[src/rtl/cpu_pkg.sv]
// Shared CPU definitions: address-map constants and the fetch FSM state encoding.
package cpu_pkg;

  localparam int          XLEN      = 32;
  localparam logic [31:0] RESET_VEC = 32'h0040_0000;
  localparam logic [31:0] EXC_VEC   = 32'h0040_0004;
  localparam int          STEP      = 4;
  localparam int          CNT_W     = 32;

  typedef enum logic [1:0] {
    BOOT = 2'd0,
    RUN  = 2'd1,
    HALT = 2'd2
  } pc_state_t;

endpackage

[src/rtl/pc_next_mux.sv]
// Combinational next-PC priority selection and redirect-target alignment check.
module pc_next_mux
  import cpu_pkg::*;
#(
  parameter int              XLEN    = cpu_pkg::XLEN,
  parameter logic [XLEN-1:0] EXC_VEC = cpu_pkg::EXC_VEC,
  parameter int              STEP    = cpu_pkg::STEP
) (
  input  logic [XLEN-1:0] pc,
  input  logic            exc_req,
  input  logic            eret_req,
  input  logic [XLEN-1:0] epc_i,
  input  logic            redir_vld,
  input  logic [XLEN-1:0] redir_pc,
  input  logic            halt_i,
  input  logic            accept,
  output logic [XLEN-1:0] next_pc,
  output logic            flush,
  output logic            set_misalign,
  output logic            go_halt,
  output logic            count
);

  localparam logic [XLEN-1:0] ALIGN_MASK = XLEN'(STEP - 1);

  logic aligned;

  assign aligned = ((redir_pc & ALIGN_MASK) == '0);

  // Traps and redirects win over holds; only a plain sequential step counts as a fetch.
  always_comb begin
    next_pc      = pc;
    flush        = 1'b0;
    set_misalign = 1'b0;
    go_halt      = 1'b0;
    count        = 1'b0;
    if (exc_req) begin
      next_pc = EXC_VEC;
      flush   = 1'b1;
    end else if (eret_req) begin
      next_pc = epc_i;
      flush   = 1'b1;
    end else if (redir_vld) begin
      flush = 1'b1;
      if (aligned) begin
        next_pc = redir_pc;
      end else begin
        next_pc      = EXC_VEC;
        set_misalign = 1'b1;
      end
    end else if (halt_i) begin
      go_halt = 1'b1;
    end else if (accept) begin
      next_pc = pc + XLEN'(STEP);
      count   = 1'b1;
    end
  end

endmodule

[src/rtl/pc_gen_unit.sv]
// IF-stage program-counter generator: BOOT/RUN/HALT FSM, PC and trap flag registers, fetch counter.
module pc_gen_unit
  import cpu_pkg::*;
#(
  parameter int               XLEN      = cpu_pkg::XLEN,
  parameter logic [XLEN-1:0]  RESET_VEC = cpu_pkg::RESET_VEC,
  parameter logic [XLEN-1:0]  EXC_VEC   = cpu_pkg::EXC_VEC,
  parameter int               STEP      = cpu_pkg::STEP,
  parameter int               CNT_W     = cpu_pkg::CNT_W
) (
  input  logic             clk,
  input  logic             rst,
  input  logic             if_ready,
  input  logic             stall_i,
  input  logic             redir_vld,
  input  logic [XLEN-1:0]  redir_pc,
  input  logic             exc_req,
  input  logic             eret_req,
  input  logic [XLEN-1:0]  epc_i,
  input  logic             halt_i,
  output logic [XLEN-1:0]  pc_o,
  output logic             pc_vld_o,
  output logic [XLEN-1:0]  pc_next_o,
  output logic             flush_o,
  output logic             misalign_o,
  output logic [XLEN-1:0]  bad_pc_o,
  output logic [CNT_W-1:0] fetch_cnt_o
);

  pc_state_t       state;
  logic            accept;
  logic [XLEN-1:0] mux_pc;
  logic            mux_flush;
  logic            mux_misalign;
  logic            mux_halt;
  logic            mux_count;

  assign accept    = pc_vld_o & if_ready & ~stall_i;
  assign pc_next_o = pc_o + XLEN'(STEP);

  pc_next_mux #(
    .XLEN    (XLEN),
    .EXC_VEC (EXC_VEC),
    .STEP    (STEP)
  ) u_mux (
    .pc           (pc_o),
    .exc_req      (exc_req),
    .eret_req     (eret_req),
    .epc_i        (epc_i),
    .redir_vld    (redir_vld),
    .redir_pc     (redir_pc),
    .halt_i       (halt_i),
    .accept       (accept),
    .next_pc      (mux_pc),
    .flush        (mux_flush),
    .set_misalign (mux_misalign),
    .go_halt      (mux_halt),
    .count        (mux_count)
  );

  // flush_o defaults low each cycle so it only marks the first cycle of a new PC.
  always_ff @(posedge clk or posedge rst) begin
    if (rst) begin
      state       <= BOOT;
      pc_o        <= RESET_VEC;
      pc_vld_o    <= 1'b0;
      flush_o     <= 1'b0;
      misalign_o  <= 1'b0;
      bad_pc_o    <= '0;
      fetch_cnt_o <= '0;
    end else begin
      flush_o <= 1'b0;
      case (state)
        BOOT: begin
          state    <= RUN;
          pc_vld_o <= 1'b1;
        end
        RUN: begin
          pc_o    <= mux_pc;
          flush_o <= mux_flush;
          if (mux_misalign) begin
            misalign_o <= 1'b1;
            bad_pc_o   <= redir_pc;
          end
          if (exc_req) begin
            misalign_o <= 1'b0;
          end
          if (mux_halt) begin
            state    <= HALT;
            pc_vld_o <= 1'b0;
          end
          if (mux_count) begin
            fetch_cnt_o <= fetch_cnt_o + CNT_W'(1);
          end
        end
        HALT: begin
          if (exc_req) begin
            state      <= RUN;
            pc_vld_o   <= 1'b1;
            pc_o       <= EXC_VEC;
            flush_o    <= 1'b1;
            misalign_o <= 1'b0;
          end
        end
        default: begin
          state    <= BOOT;
          pc_vld_o <= 1'b0;
        end
      endcase
    end
  end

endmodule
[config.mk]
export PLATFORM = sky130hd
export DESIGN_NAME = pc_gen_unit
export DESIGN_NICKNAME = d
export VERILOG_FILES = /design/src/rtl/cpu_pkg.sv /design/src/rtl/pc_next_mux.sv /design/src/rtl/pc_gen_unit.sv
export SDC_FILE = /design/constraint.sdc
export NUM_CORES = 1
export LEC_CHECK = 0
export ABC_CLOCK_PERIOD_IN_PS = 2810
export BUFFER_PORTS_ARGS = -buffer_cell sky130_fd_sc_hd__clkbuf_2
export CORE_MARGIN = 1.5
export CORE_UTILIZATION = 45
export CTS_CLUSTER_SIZE = 12
export DETAILED_ROUTE_END_ITERATION = 10
export GPL_TIMING_DRIVEN = 1
export PLACE_DENSITY = 0.76
export SLEW_MARGIN = 25
export SYNTH_ARGS = -nofsm -noshare
export SYNTH_HDL_FRONTEND = slang
export SYNTH_HIERARCHICAL = 1
export SYNTH_SLANG_ARGS = --single-unit
[constraint.sdc]
create_clock -name clk -period 2.81 [get_ports clk]
set_clock_uncertainty 0.05 [all_clocks]
set_input_delay 0.1405 -clock clk [delete_from_list [all_inputs] [get_ports clk]]
set_output_delay 0.1405 -clock clk [all_outputs]
set_load 0.1 [all_outputs]
Yosys cells after proc, flatten, opt, wreduce, memory -nomap -nowiden
Cells that the tools add are included.

cells by class
  add/subtract/negate cells = 2
  multiply operators = 0
  divide/modulo/power cells = 0
  magnitude comparators = 0
  equal/unequal tests = 7
  shift-type cells = 0
  multiplexer cells = 36
  bitwise operators = 3
  reduce and logical (&&, ||, !) cells = 8

operator list
  cell                                                                   count
  32-bit two-way mux                                                     7
  32-bit case mux with 2 select lines                                    1
  32-bit by 1-bit adder with 32-bit output, second input constant        1
  32-bit by 3-bit adder with 32-bit output, second input constant        1
  32-bit zero test                                                       1
  1-bit two-way mux                                                      22
  5-bit != test, second input constant                                   2
  2-bit case mux with 3 select lines                                     1
  2-bit AND reduction                                                    3
  2-bit two-way mux                                                      2
  2-bit != test, second input constant                                   2
  1-bit case mux with 2 select lines                                     2
  4-bit AND reduction                                                    1
  3-bit != test, second input constant                                   1
  1-bit case mux with 3 select lines                                     1
  3-bit AND reduction                                                    1
  1-bit AND                                                              2
  2-bit by 1-bit equality test with 1-bit output, second input constant  1
  2-bit equality test, second input constant                             1
  2-bit zero test                                                        1
  2-bit nonzero test                                                     1
  1-bit NOT                                                              1

storage, ports and cells
  flip-flop bits (word level) = 101
  bits in latches = 0
  bits in writable memories = 0
  memory bits (read-only) = 0
  output and inout port bits = 131
  logic and storage cells = 63
  memories kept = 0

Longest topological paths before layout
  depth after elaboration = 8
  mapped depth = 10
  mapped depth without buffers = 9

By module
Netlist, hierarchy kept.

by module, submodules not included
  module       instances  cells each  area each (um2)
  pc_gen_unit  1          380         4596.9
  pc_next_mux  1          215         1336.3

Worst setup path before layout
OpenSTA, ideal clock, no wires.

  path type = register to output
  start point = register pc_o[2]
  end point = output port pc_next_o[26]
  data arrival time = 3.658 ns
  slack = -1.038 ns
  cell stages (with the launch flop) = 6
  path through = dfrtp_1 ha_1 nand4_1 nor3_2 nand4_1 xnor2_1

between the ends
  word-level cells in the longest chain between the ends = 1

ends and longest elaborated chain
  element                                   RTL line           RTL
  start, declared                           pc_gen_unit.sv:21  output logic [XLEN-1:0] pc_o,
  start signal, assigned                    pc_gen_unit.sv:79  pc_o <= mux_pc;
  32-bit by 3-bit adder with 32-bit output  pc_gen_unit.sv:39  assign pc_next_o = pc_o + XLEN'(STEP);
  end, declared                             pc_gen_unit.sv:23  output logic [XLEN-1:0] pc_next_o,

No other way between the ends.

Final worst setup path
  start point = register pc_o[2]
  end point = output port pc_next_o[18]

The elaborated chain is that of the path after synthesis.

==> flow_summary_export.csv <==
group,metric,value,unit
clocking,clk_latency,350,ps
synth,yosys_warnings,6,
grt,grt_max_degree,58,
setup_path,crit_family,"simple AND/OR/NAND/NOR gates",
finish,nets,893,
setup_path,cp_data_arrival_time,2440,ps
setup_path,cp_data_required_time,2620,ps
setup_path,worstPathCellList,"ha_1, nand4_1, nor3_4, nand3_1, xnor2_2, clkbuf_2",
clocking,cts_root_buffer,"clkbuf_16",
grt,antenna_found_initial,0,
detailed_routing,post-route-drc-count,0,
clocking,clk_pin_slew_worst_paths,70,ps
detailed_routing,drtPass1Iterations,5,
detailed_routing,detailroute.via_count,5700,
setup_path,worstSetupEndpointType,"output pin",
setup_path,critPathMaxStageDelay,470,ps
timing,setup_violations,0,
clocking,clkSinkCount,100,
timing,finalCritPeriodShare,0.936,
synth,synth_area_leaders,"dfrtp_1 (42%), xnor2_1 (9.6%), mux2_2 (6.3%)",
floorplanning,boundaryPins,203,
grt,grt_pass1_wl,29400,um
floorplanning,die-area,13900,um2
setup_path,crit_path_top_delay_cell,"clkbuf_2",
synth,syn_area,5930,um2
clocking,tritoncts,"built",
floorplanning,std_cell_rows,41,
detailed_routing,wirelength,18100,um
run,cap_violations,0,
detailed_routing,drtIter0Drc,370,
setup_path,crit_fanout,9,
finish,area_growth,38.4,%
detailed_routing,post_drt_wl_per_cell,18.2,um
synth,synth_seq_cells,100,
synth,synth_area_per_cell,9.97,um2
floorplanning,dieWidth,118,um
placement,numPortBuffers,202,
setup_path,worstSetupPathType,"flop to output pin",
timing,layout_min_cycle_time,2630,ps
finish,drive_above_1_share,0.399,
clocking,numCtsBuffers,9,
detailed_routing,viasPerCell,5.75,
synth,ys.flop_type,"dfrtp_1",
detailed_routing,drt.antenna.violating_nets,0,
synth,synth_top_area_frac,0.418,
placement,hpwl,13200,um
timing,worst_pin_slew,746,ps
synth,syn-instance-count,595,
timing,slew_headroom,0.499,
finish,fin_util,0.645,
min_path,worst_hold_path_type,"primary input to flop",
setup_path,critPathBufInv,1,
timing,final_hold_viol_count,0,
timing,maxSlewViolCount,0,
timing,rsz0062_at_grt,"false",
finish,final_common_cell,"clkbuf_2",
finish,num_antenna_cells,0,
grt,overflow,0,
grt,grt_pass1_vias,5651,
synth,yosys.area.top_type,"dfrtp_1",
synth,syn_nets,673,
clocking,clock_path_buffers,2,
finish,most-common-layout-cells,"clkbuf_2 (189), dfrtp_1 (83), nand2_1 (50), xnor2_1 (42)",
clocking,cts_max_level,3,
synth,synth_cell_types,49,
placement,gp_congestion,0.896,
synth,synth-async-reset-ratio,1.00,
setup_path,start_kind,"flop",
run_status,status,"finished, final reports clean",
floorplanning,initial_core_util,0.466,
finish,design_area,8210,um2
floorplanning,coreArea,12700,um2
synth,synth-seq-area-share,0.422,
floorplanning,die_y,118,um
timing,clock.fmax,380,MHz
grt,track_usage,0.265,
synth,synth_edf_count,0,
placement,dpl_cell_area,7660,um2
==> final timing paths <==
check                                start               to  slack (ps)  depth (start not counted)
min                           redir_pc[24]     bad_pc_o[24]           6                          2
min reg2reg                fetch_cnt_o[31]  fetch_cnt_o[31]         430                          1
max reg2reg                       state[0]         pc_o[27]         410                          8
min in group asynchronous              rst      bad_pc_o[0]         350                          3
max in group asynchronous              rst          pc_o[8]        1620                          4
max                                pc_o[2]    pc_next_o[18]         180                          6
==> per-layer routing <==
metal | track usage | vias up | share of wire
li1 | - | 2627 | -
met5 | 0 | - | 0
met1 | 0.330 | 2750 | 0.40
met4 | 0.114 | 0 | 0.033
met2 | 0.433 | 279 | 0.48
met3 | 0.0756 | 44 | 0.092
==> Yosys cell counts, drive strengths merged (5+ instances only) <==
cell type and count:
xnor2 65, xor2 18, nor2 29, o21ai 19
dfrtp 99, nor4 11, nand2b 5, a22oi 23
a21oi 24, and2 6, nor3 13, nand4 32
and3 16, nand2 50, a22o 33, inv 10
and4 11, mux2 33, ha 6, clkbuf 18
buf 12, o22ai 7, nand3 30
==> through the flow <==
step / setup WS [ps] / instances / TNS, ps / hold WS (ps)
floorplan: -223 / 595 / -3940 / 201
global placement: 485 / 953 / 0 / 190
detailed placement: 365 / 953 / 0 / 199
CTS: 28.3 / 991 / 0 / 0.0909
global route: 8.88 / 992 / 0 / 15.3
finish: 180 / 992 / 0 / 6.46
==> state kept, by name, indices dropped and copies added (netlist names) <==
name	cells
state	2
misalign_o	1
bad_pc_o	32
fetch_cnt_o	32
pc_o	32
flush_o	1
==> kinds of logic (layout without fill, tap and decap cells) <==
kind of cell | count (synthesis) | after routing | synth area share
and+or+nand+nor | 213 | 213 | 0.209
AOI/OAI and AO/OA | 116 | 116 | 0.136
DFF | 100 | 100 | 0.422
xor gates and xnor gates | 83 | 83 | 0.123
buffers and inverters | 41 | 266 | 0.0304
muxes | 36 | 36 | 0.0677
adders and majority gates | 6 | 6 | 0.0127
==> cell type report <==
class                      count  area, um2
multi-input combinational    454       3600
inverter                      11       43.8
clock buffer                  10        229
fill                        1068       4510
tap                          172        215
timing repair buffer         239       1510
clock inverter                 6       88.8
sequential                   100       2520
==> repair_timing <==
action,4_1_cts,5_1_grt
endpoints found under the hold margin,61,1
buffers inserted,2,0
pin swaps,1,0
hold buffers,20,1
setup endpoints to repair,1,6
resized for setup,0,1
Power is not shown: default switching activity piles up to over one toggle a cycle in this logic, so the estimate is an artifact.
